<file path="src/rtl/clock_pkg.sv">
// Shared mode encodings and BCD helpers for the digital clock controller.
package clock_pkg;

  typedef enum logic [1:0] {
    MODE_RUN      = 2'd0,
    MODE_SET_HOUR = 2'd1,
    MODE_SET_MIN  = 2'd2,
    MODE_UNUSED   = 2'd3
  } mode_e;

  localparam logic [3:0] BCD_5  = 4'd5;
  localparam logic [3:0] BCD_9  = 4'd9;
  localparam logic [7:0] BCD_59 = {BCD_5, BCD_9};

  // Invalid BCD digit pairs can never equal 8'h59, so they never produce a carry.
  function automatic logic is_59(input logic [3:0] h, input logic [3:0] l);
    return {h, l} == BCD_59;
  endfunction

endpackage

</file>
<file path="src/rtl/key_sync.sv">
// Two-flop synchronizer with a registered rising-edge pulse for a debounced key.
// All flops reset to 1 so that a key held through reset produces no pulse.
module key_sync (
  input  logic clk,
  input  logic rst_n,
  input  logic key,
  output logic level,
  output logic pulse
);

  logic meta;
  logic sync;
  logic hist;

  // The pulse lands on the third clock edge after the key rises.
  always_ff @(posedge clk or negedge rst_n) begin
    if (!rst_n) begin
      meta  <= 1'b1;
      sync  <= 1'b1;
      hist  <= 1'b1;
      pulse <= 1'b0;
    end else begin
      meta  <= key;
      sync  <= meta;
      hist  <= sync;
      pulse <= sync & ~hist;
    end
  end

  assign level = sync;

endmodule

</file>
<file path="src/rtl/clock_ctrl.sv">
// Mode and carry controller: 1 Hz prescaler, RUN/SET mode FSM, adjust-key
// auto-repeat and blink generation driving the sec/min/hour counter enables.
module clock_ctrl
  import clock_pkg::*;
#(
  parameter int unsigned TICK_DIV  = 50000000,
  parameter int unsigned HOLD_CYC  = 25000000,
  parameter int unsigned RPT_CYC   = 10000000,
  parameter int unsigned BLINK_DIV = 12500000
) (
  input  logic       CP,
  input  logic       nreset,
  input  logic       mode_key,
  input  logic       adj_key,
  input  logic [3:0] sec_h,
  input  logic [3:0] sec_l,
  input  logic [3:0] min_h,
  input  logic [3:0] min_l,
  output logic       sec_en,
  output logic       min_en,
  output logic       hour_en,
  output logic       sec_clr,
  output logic [1:0] mode,
  output logic       blink,
  output logic       tick
);

  localparam int unsigned PW = $clog2(TICK_DIV + 1);
  localparam int unsigned RW = $clog2(HOLD_CYC + 1);
  localparam int unsigned BW = $clog2(BLINK_DIV + 1);
  localparam logic [PW-1:0] TICK_LAST  = PW'(TICK_DIV - 1);
  localparam logic [RW-1:0] HOLD_LAST  = RW'(HOLD_CYC);
  localparam logic [RW-1:0] RPT_START  = RW'(1);
  localparam logic [RW-1:0] RPT_RELOAD = RW'(HOLD_CYC - RPT_CYC + 1);
  localparam logic [BW-1:0] BLINK_LAST = BW'(BLINK_DIV - 1);

  mode_e         state, state_nx;
  logic          sec_clr_nx;
  logic          transition;
  logic          set_mode;
  logic          mode_pulse, mode_level_unused;
  logic          adj_pulse, adj_level;
  logic          rpt_pulse, step;
  logic          sec59, min59;
  logic [PW-1:0] pre_cnt;
  logic [RW-1:0] rpt_cnt;
  logic [BW-1:0] blink_cnt;
  logic          blink_q;

  key_sync u_mode_sync (
    .clk   (CP),
    .rst_n (nreset),
    .key   (mode_key),
    .level (mode_level_unused),
    .pulse (mode_pulse)
  );

  key_sync u_adj_sync (
    .clk   (CP),
    .rst_n (nreset),
    .key   (adj_key),
    .level (adj_level),
    .pulse (adj_pulse)
  );

  assign set_mode   = (state == MODE_SET_HOUR) || (state == MODE_SET_MIN);
  assign transition = (state_nx != state);
  assign tick       = (state == MODE_RUN) && (pre_cnt == TICK_LAST);
  assign rpt_pulse  = set_mode && adj_level && (rpt_cnt == HOLD_LAST);
  // A mode pulse in the same cycle swallows any adjust step.
  assign step       = set_mode && (adj_pulse || rpt_pulse) && !mode_pulse;
  assign sec59      = is_59(sec_h, sec_l);
  assign min59      = is_59(min_h, min_l);
  assign mode       = state;
  assign blink      = blink_q && set_mode;

  always_ff @(posedge CP or negedge nreset) begin
    if (!nreset) begin
      state   <= MODE_RUN;
      sec_clr <= 1'b0;
    end else begin
      state   <= state_nx;
      sec_clr <= sec_clr_nx;
    end
  end

  always_comb begin
    state_nx   = state;
    sec_clr_nx = 1'b0;
    case (state)
      MODE_RUN:      if (mode_pulse) state_nx = MODE_SET_HOUR;
      MODE_SET_HOUR: if (mode_pulse) state_nx = MODE_SET_MIN;
      MODE_SET_MIN: begin
        if (mode_pulse) begin
          state_nx   = MODE_RUN;
          sec_clr_nx = 1'b1;
        end
      end
      default:       state_nx = MODE_RUN;
    endcase
  end

  always_comb begin
    sec_en  = 1'b0;
    min_en  = 1'b0;
    hour_en = 1'b0;
    case (state)
      MODE_RUN: begin
        sec_en  = tick;
        min_en  = tick && sec59;
        hour_en = tick && sec59 && min59;
      end
      MODE_SET_HOUR: hour_en = step;
      MODE_SET_MIN:  min_en  = step;
      default: ;
    endcase
  end

  // Holding the prescaler at 0 outside RUN gives a full first second on return.
  always_ff @(posedge CP or negedge nreset) begin
    if (!nreset)
      pre_cnt <= '0;
    else if (state != MODE_RUN)
      pre_cnt <= '0;
    else if (pre_cnt == TICK_LAST)
      pre_cnt <= '0;
    else
      pre_cnt <= pre_cnt + 1'b1;
  end

  // Counter starts at 1 on the edge pulse; reloading after each repeat spaces them by RPT_CYC.
  always_ff @(posedge CP or negedge nreset) begin
    if (!nreset)
      rpt_cnt <= '0;
    else if (transition || !set_mode || !adj_level)
      rpt_cnt <= '0;
    else if (adj_pulse)
      rpt_cnt <= RPT_START;
    else if (rpt_pulse)
      rpt_cnt <= RPT_RELOAD;
    else if (rpt_cnt != '0)
      rpt_cnt <= rpt_cnt + 1'b1;
  end

  always_ff @(posedge CP or negedge nreset) begin
    if (!nreset) begin
      blink_cnt <= '0;
      blink_q   <= 1'b0;
    end else if (transition) begin
      blink_cnt <= '0;
      blink_q   <= 1'b1;
    end else if (set_mode) begin
      if (blink_cnt == BLINK_LAST) begin
        blink_cnt <= '0;
        blink_q   <= ~blink_q;
      end else begin
        blink_cnt <= blink_cnt + 1'b1;
      end
    end else begin
      blink_cnt <= '0;
      blink_q   <= 1'b0;
    end
  end

endmodule

</file>
<file path="config.mk">
export PLATFORM = sky130hd
export DESIGN_NAME = clock_ctrl
export DESIGN_NICKNAME = d
export VERILOG_FILES = /design/src/rtl/clock_pkg.sv /design/src/rtl/key_sync.sv /design/src/rtl/clock_ctrl.sv
export SDC_FILE = /design/constraint.sdc
export NUM_CORES = 1
export LEC_CHECK = 0
export ABC_AREA = 1
export CORE_MARGIN = 3
export CORE_UTILIZATION = 40
export DETAILED_ROUTE_END_ITERATION = 7
export SYNTH_ARGS = -nofsm -noshare
export SYNTH_HDL_FRONTEND = slang
export SYNTH_SLANG_ARGS = --single-unit
</file>
<file path="constraint.sdc">
create_clock -name CP -period 2.7 [get_ports CP]
set_input_delay 0.405 -clock CP [delete_from_list [all_inputs] [get_ports CP]]
set_output_delay 0.405 -clock CP [all_outputs]
set_load 0.01 [all_outputs]
</file>
==> impl_results.md, run 1 <==
* Status: finished, final reports clean
* Htree depth at 3
* Critical-path maximum fanout at 3
* Synth Warn # at 0
* Yosys reg bits at 87
* Die Y at 122 um
* Slew Limit Fails at 0
* Post-DP HPWL at 10600 um
* Initial Utilization at 41.7%
* DR vias at 4966
* Complex-gate fraction of the synthesized area at around 3.7%
* Worst path most repeated cell: nand2_1
* Worst reg2reg path depth at 10
* Psw at between 1000 and 1500 uW
* Yosys cell types at 39
* Syn nets at a little over 800
* Final worst-path cycle share at 93.4%
* Layout cells sized above 1 at 9.41%
* Largest net degree at the start of global routing at 48
* Async S/R FF share, synth at 100%
* Gr ovfl total at 0
* CP cell instances: inv_1, ha_2, nand2_1, nor2_1, nand2_1, nor2_2, nand2_2, nand2_2, nand4_1, nand2_1, dlygate4sd2_1
* R2R Path Start: mode[1]
* GR peak layer: met2
* Sw frac at 30.5%
* Most frequent cells in the layout: nand2_1 (177), nor2_1 (169), inv_1 (110), dfrtp_1 (81), nand3_1 (54)
* Core box area at 0.0129 mm2
* WL per Instance at 13.7 um
* Fin Setup TNS at 0 ns
* Xor-xnor portion of the synthesized cell area at 4.57%
* Cell family with most CP delay: simple AND/OR/NAND/NOR gates
* F_max at between 0.3 and 0.4 GHz
* Worst-path clk slew at 0.06 ns
* I/O pin cnt at 28
* RSZ-0062 raised after global routing: false
* Die W at between 100 and 150 um
* Largest family of logic cells by synthesized area: simple AND/OR/NAND/NOR gates
* R2R setup slack at 0.80 ns
* DRC Markers at 0
* CTS tree: done
* Worst Path Buf+Inv at 2
* Via density at ~5.0
* Adder-Cell Fraction of Synth Area at 1.86%
* Setup Skew at 0.00365 ns
* Clock group share of total power at 38.8%
* Int Power at 2620 uW
* Critical path destination: min_en
* Total Die Area at 0.0149 mm2
* CP Depth at 11
* Final ANT Viol Nets at 0
* Slew HR at 62.7%
* Crit path from: mode[1]
* Initial DRC Count at 342
* Met2 global-route usage at between 30% and 40%
* Combinational Power Share at 23.3%
* Critical Path Max Stage Delay at 0.34 ns
* Area of the mapped netlist at about 0.0054 mm2
* CTS max path bufs at 2
* Critical setup path kind: register to output pin
* Seq pwr share at 37.9%
* Clk sinks at 87
* Crit path DAT at 2.12 ns
* Max-cap violations at 0
* Mux cell area share after synthesis at 0%
* Synthesized area per cell at 6.90 um2
* Commonest non-fill, non-tap cell in the layout: nand2_1
* Critical Path RT at 2.30 ns
* Layout Nets at 852
* CTS buffer count at 9
* Pwr/cell area at 599 mW/mm2
* Total global-route track usage at 20.3%
* GR Util met3 at 2.83%
* Post-synth EDFFs at 0
* Clock root cell: clkbuf_16
* Final hold violations at 0
* Post-Synth Simple-Gate Area at 39.9%
* Top FF cell, synth: dfrtp_1
* Part of the Yosys area used for sequential elements at ~41%
* Crit path launch type: register
* Pleak at 0.00288 uW
* Buffers on Ports at 27
* 1st-pass router iterations at 7
* Slowest cell on crit path: dfrtp_1
* Peak supply drop at 370 uV
* Post-Route WL at 13700 um
* PnR Total Power at 3780 uW
* Cells after Synth at 779
* Ant. Diodes at 0
* CP Capture Type: output pin
* Hold Crit Class: input pin to asynchronous set/reset pin
* Worst Tran Pin Value at approximately 0.56 ns
* Tmin final at 2.52 ns
* Met1 usage at 28.7%
* Initial antenna violation count at 0
* Floorplan row count at 41
* Crit Reg-Reg Endpoint: rpt_cnt[20]
* Vias in the first global route at just under 5000
* Setup Viol. Count Final at 0
* Clock latency on the worst-skew pair at 0.34 ns
* P&R area growth vs syn at 17.4%
* Routability Congestion at 0.960
* Global-route wire length before repair at 24000 um
## kinds of logic after synthesis
logic type	Yosys count
AND/OR/NAND/NOR	490
AO/OA/AOI/OAI	36
flip-flops	87
XOR/XNOR	28
adder cells (fa/ha/maj)	8
buffers and inverters	130
## layout make-up
cell class | instances | area, um2
sequential | 87 | 2180
fill | 1286 | 6570
inverter | 124 | 467
timing repair buffer | 40 | 380
clock inverter | 5 | 104
tap | 172 | 215
clock buffer | 11 | 243
multi-input combinational | 562 | 2710
## worst min-delay path by stage
stage	slack (ns)	startpoint	end
after CTS	0.07	nreset	pre_cnt[19]
after global routing	0.1	nreset	pre_cnt[17]
after global placement	0.35	u_adj_sync.meta	u_adj_sync.level
after floorplan	0.11	nreset	blink_cnt[0]
final	0.05	nreset	pre_cnt[19]
after detailed placement	0.35	u_mode_sync.meta	u_mode_sync.level
## per-stage QoR
stage                     area [um2]  std cells  utilization [%]  hold slack (ns)  setup WS, ns
final                           6300       1001             49.0           0.0495         0.177
after detailed placement        5920        984             46.0            0.349        0.0986
after floorplan                 5370        779                -            0.109         0.678
after global routing            6300       1001             49.0           0.0964       0.00437
after global placement          5920        984             46.0            0.348         0.102
after CTS                       6290       1001             48.8           0.0665        0.0516
## Yosys cell counts (2+ instances only)
cell type	instances	area share, %
nand2_1	179	13
ha_1	8	1.9
inv_2	12	0.84
a21oi_1	13	1.2
nor2_2	9	1.0
nor3b_1	3	0.42
o21bai_1	2	0.28
nor3_2	4	0.75
dfstp_2	6	2.9
xor2_1	22	3.6
nor2_1	170	12
o21ai_0	11	1.0
nand3_2	3	0.56
dfrtp_1	81	38
buf_2	2	0.19
nand3_1	54	5.0
xnor2_1	6	0.98
and3_1	4	0.47
o21ai_1	5	0.47
nand3b_1	2	0.28
a31oi_1	2	0.23
inv_1	110	7.7
nor2_4	2	0.42
nand2_2	3	0.35
nor3_1	25	2.3
nand4_1	28	3.3
## what timing repair did
| action | CTS | global route |
|---|---|---|
| pin swaps | 0 | 0 |
| resized for setup | 6 | 5 |
| hold buffers | 0 | 0 |
| buffers inserted | 1 | 0 |
| endpoints found under the setup margin | 3 | 4 |
## routing by layer
layer  up-vias  part of all wire [%]
met1      2289                    49
met2       126                    44
met5         -                     0
met3        22                   4.8
li1       2529                     -
met4         0                   2.3
## power groups by stage
stage               clock (uW)  combinational [uW]  sequential (uW)
finish                    1460                 880             1430
global route              1550                1010             1450
CTS                       1500                 888             1430
detailed placement           0                 857             1450
global placement             0                 853             1450
floorplan                    0                 528             1460
## flip-flops by register name, summed over array words and instances (netlist names)
name and flops:
rpt_cnt 25, blink_cnt 24, u_adj_sync.level 1, u_adj_sync.meta 1
blink_q 1, pre_cnt 26, u_adj_sync.hist 1, u_mode_sync.level 1
u_mode_sync.meta 1, mode 2, u_mode_sync.pulse 1, sec_clr 1
u_mode_sync.hist 1, u_adj_sync.pulse 1
No activity file was read; power rests on OpenSTA's default activity.
==> run 2, diff against run 1 <==
--- a/config.mk
+++ b/config.mk
@@ -6,6 +6,7 @@
 export NUM_CORES = 1
 export LEC_CHECK = 0
 export ABC_AREA = 1
+export CAP_MARGIN = 30
 export CORE_MARGIN = 3
 export CORE_UTILIZATION = 40
 export DETAILED_ROUTE_END_ITERATION = 7
==> results of run 2 <==
Same layout as run 1: the final DEF is identical, and so are final timing and power.
==> run 3, diff against run 2 <==
--- a/config.mk
+++ b/config.mk
@@ -6,6 +6,7 @@
 export NUM_CORES = 1
 export LEC_CHECK = 0
 export ABC_AREA = 1
+export ABC_CLOCK_PERIOD_IN_PS = 2700
 export CAP_MARGIN = 30
 export CORE_MARGIN = 3
 export CORE_UTILIZATION = 40
==> results of run 3 <==
Same layout as run 1: the final DEF is identical, and so are final timing and power.
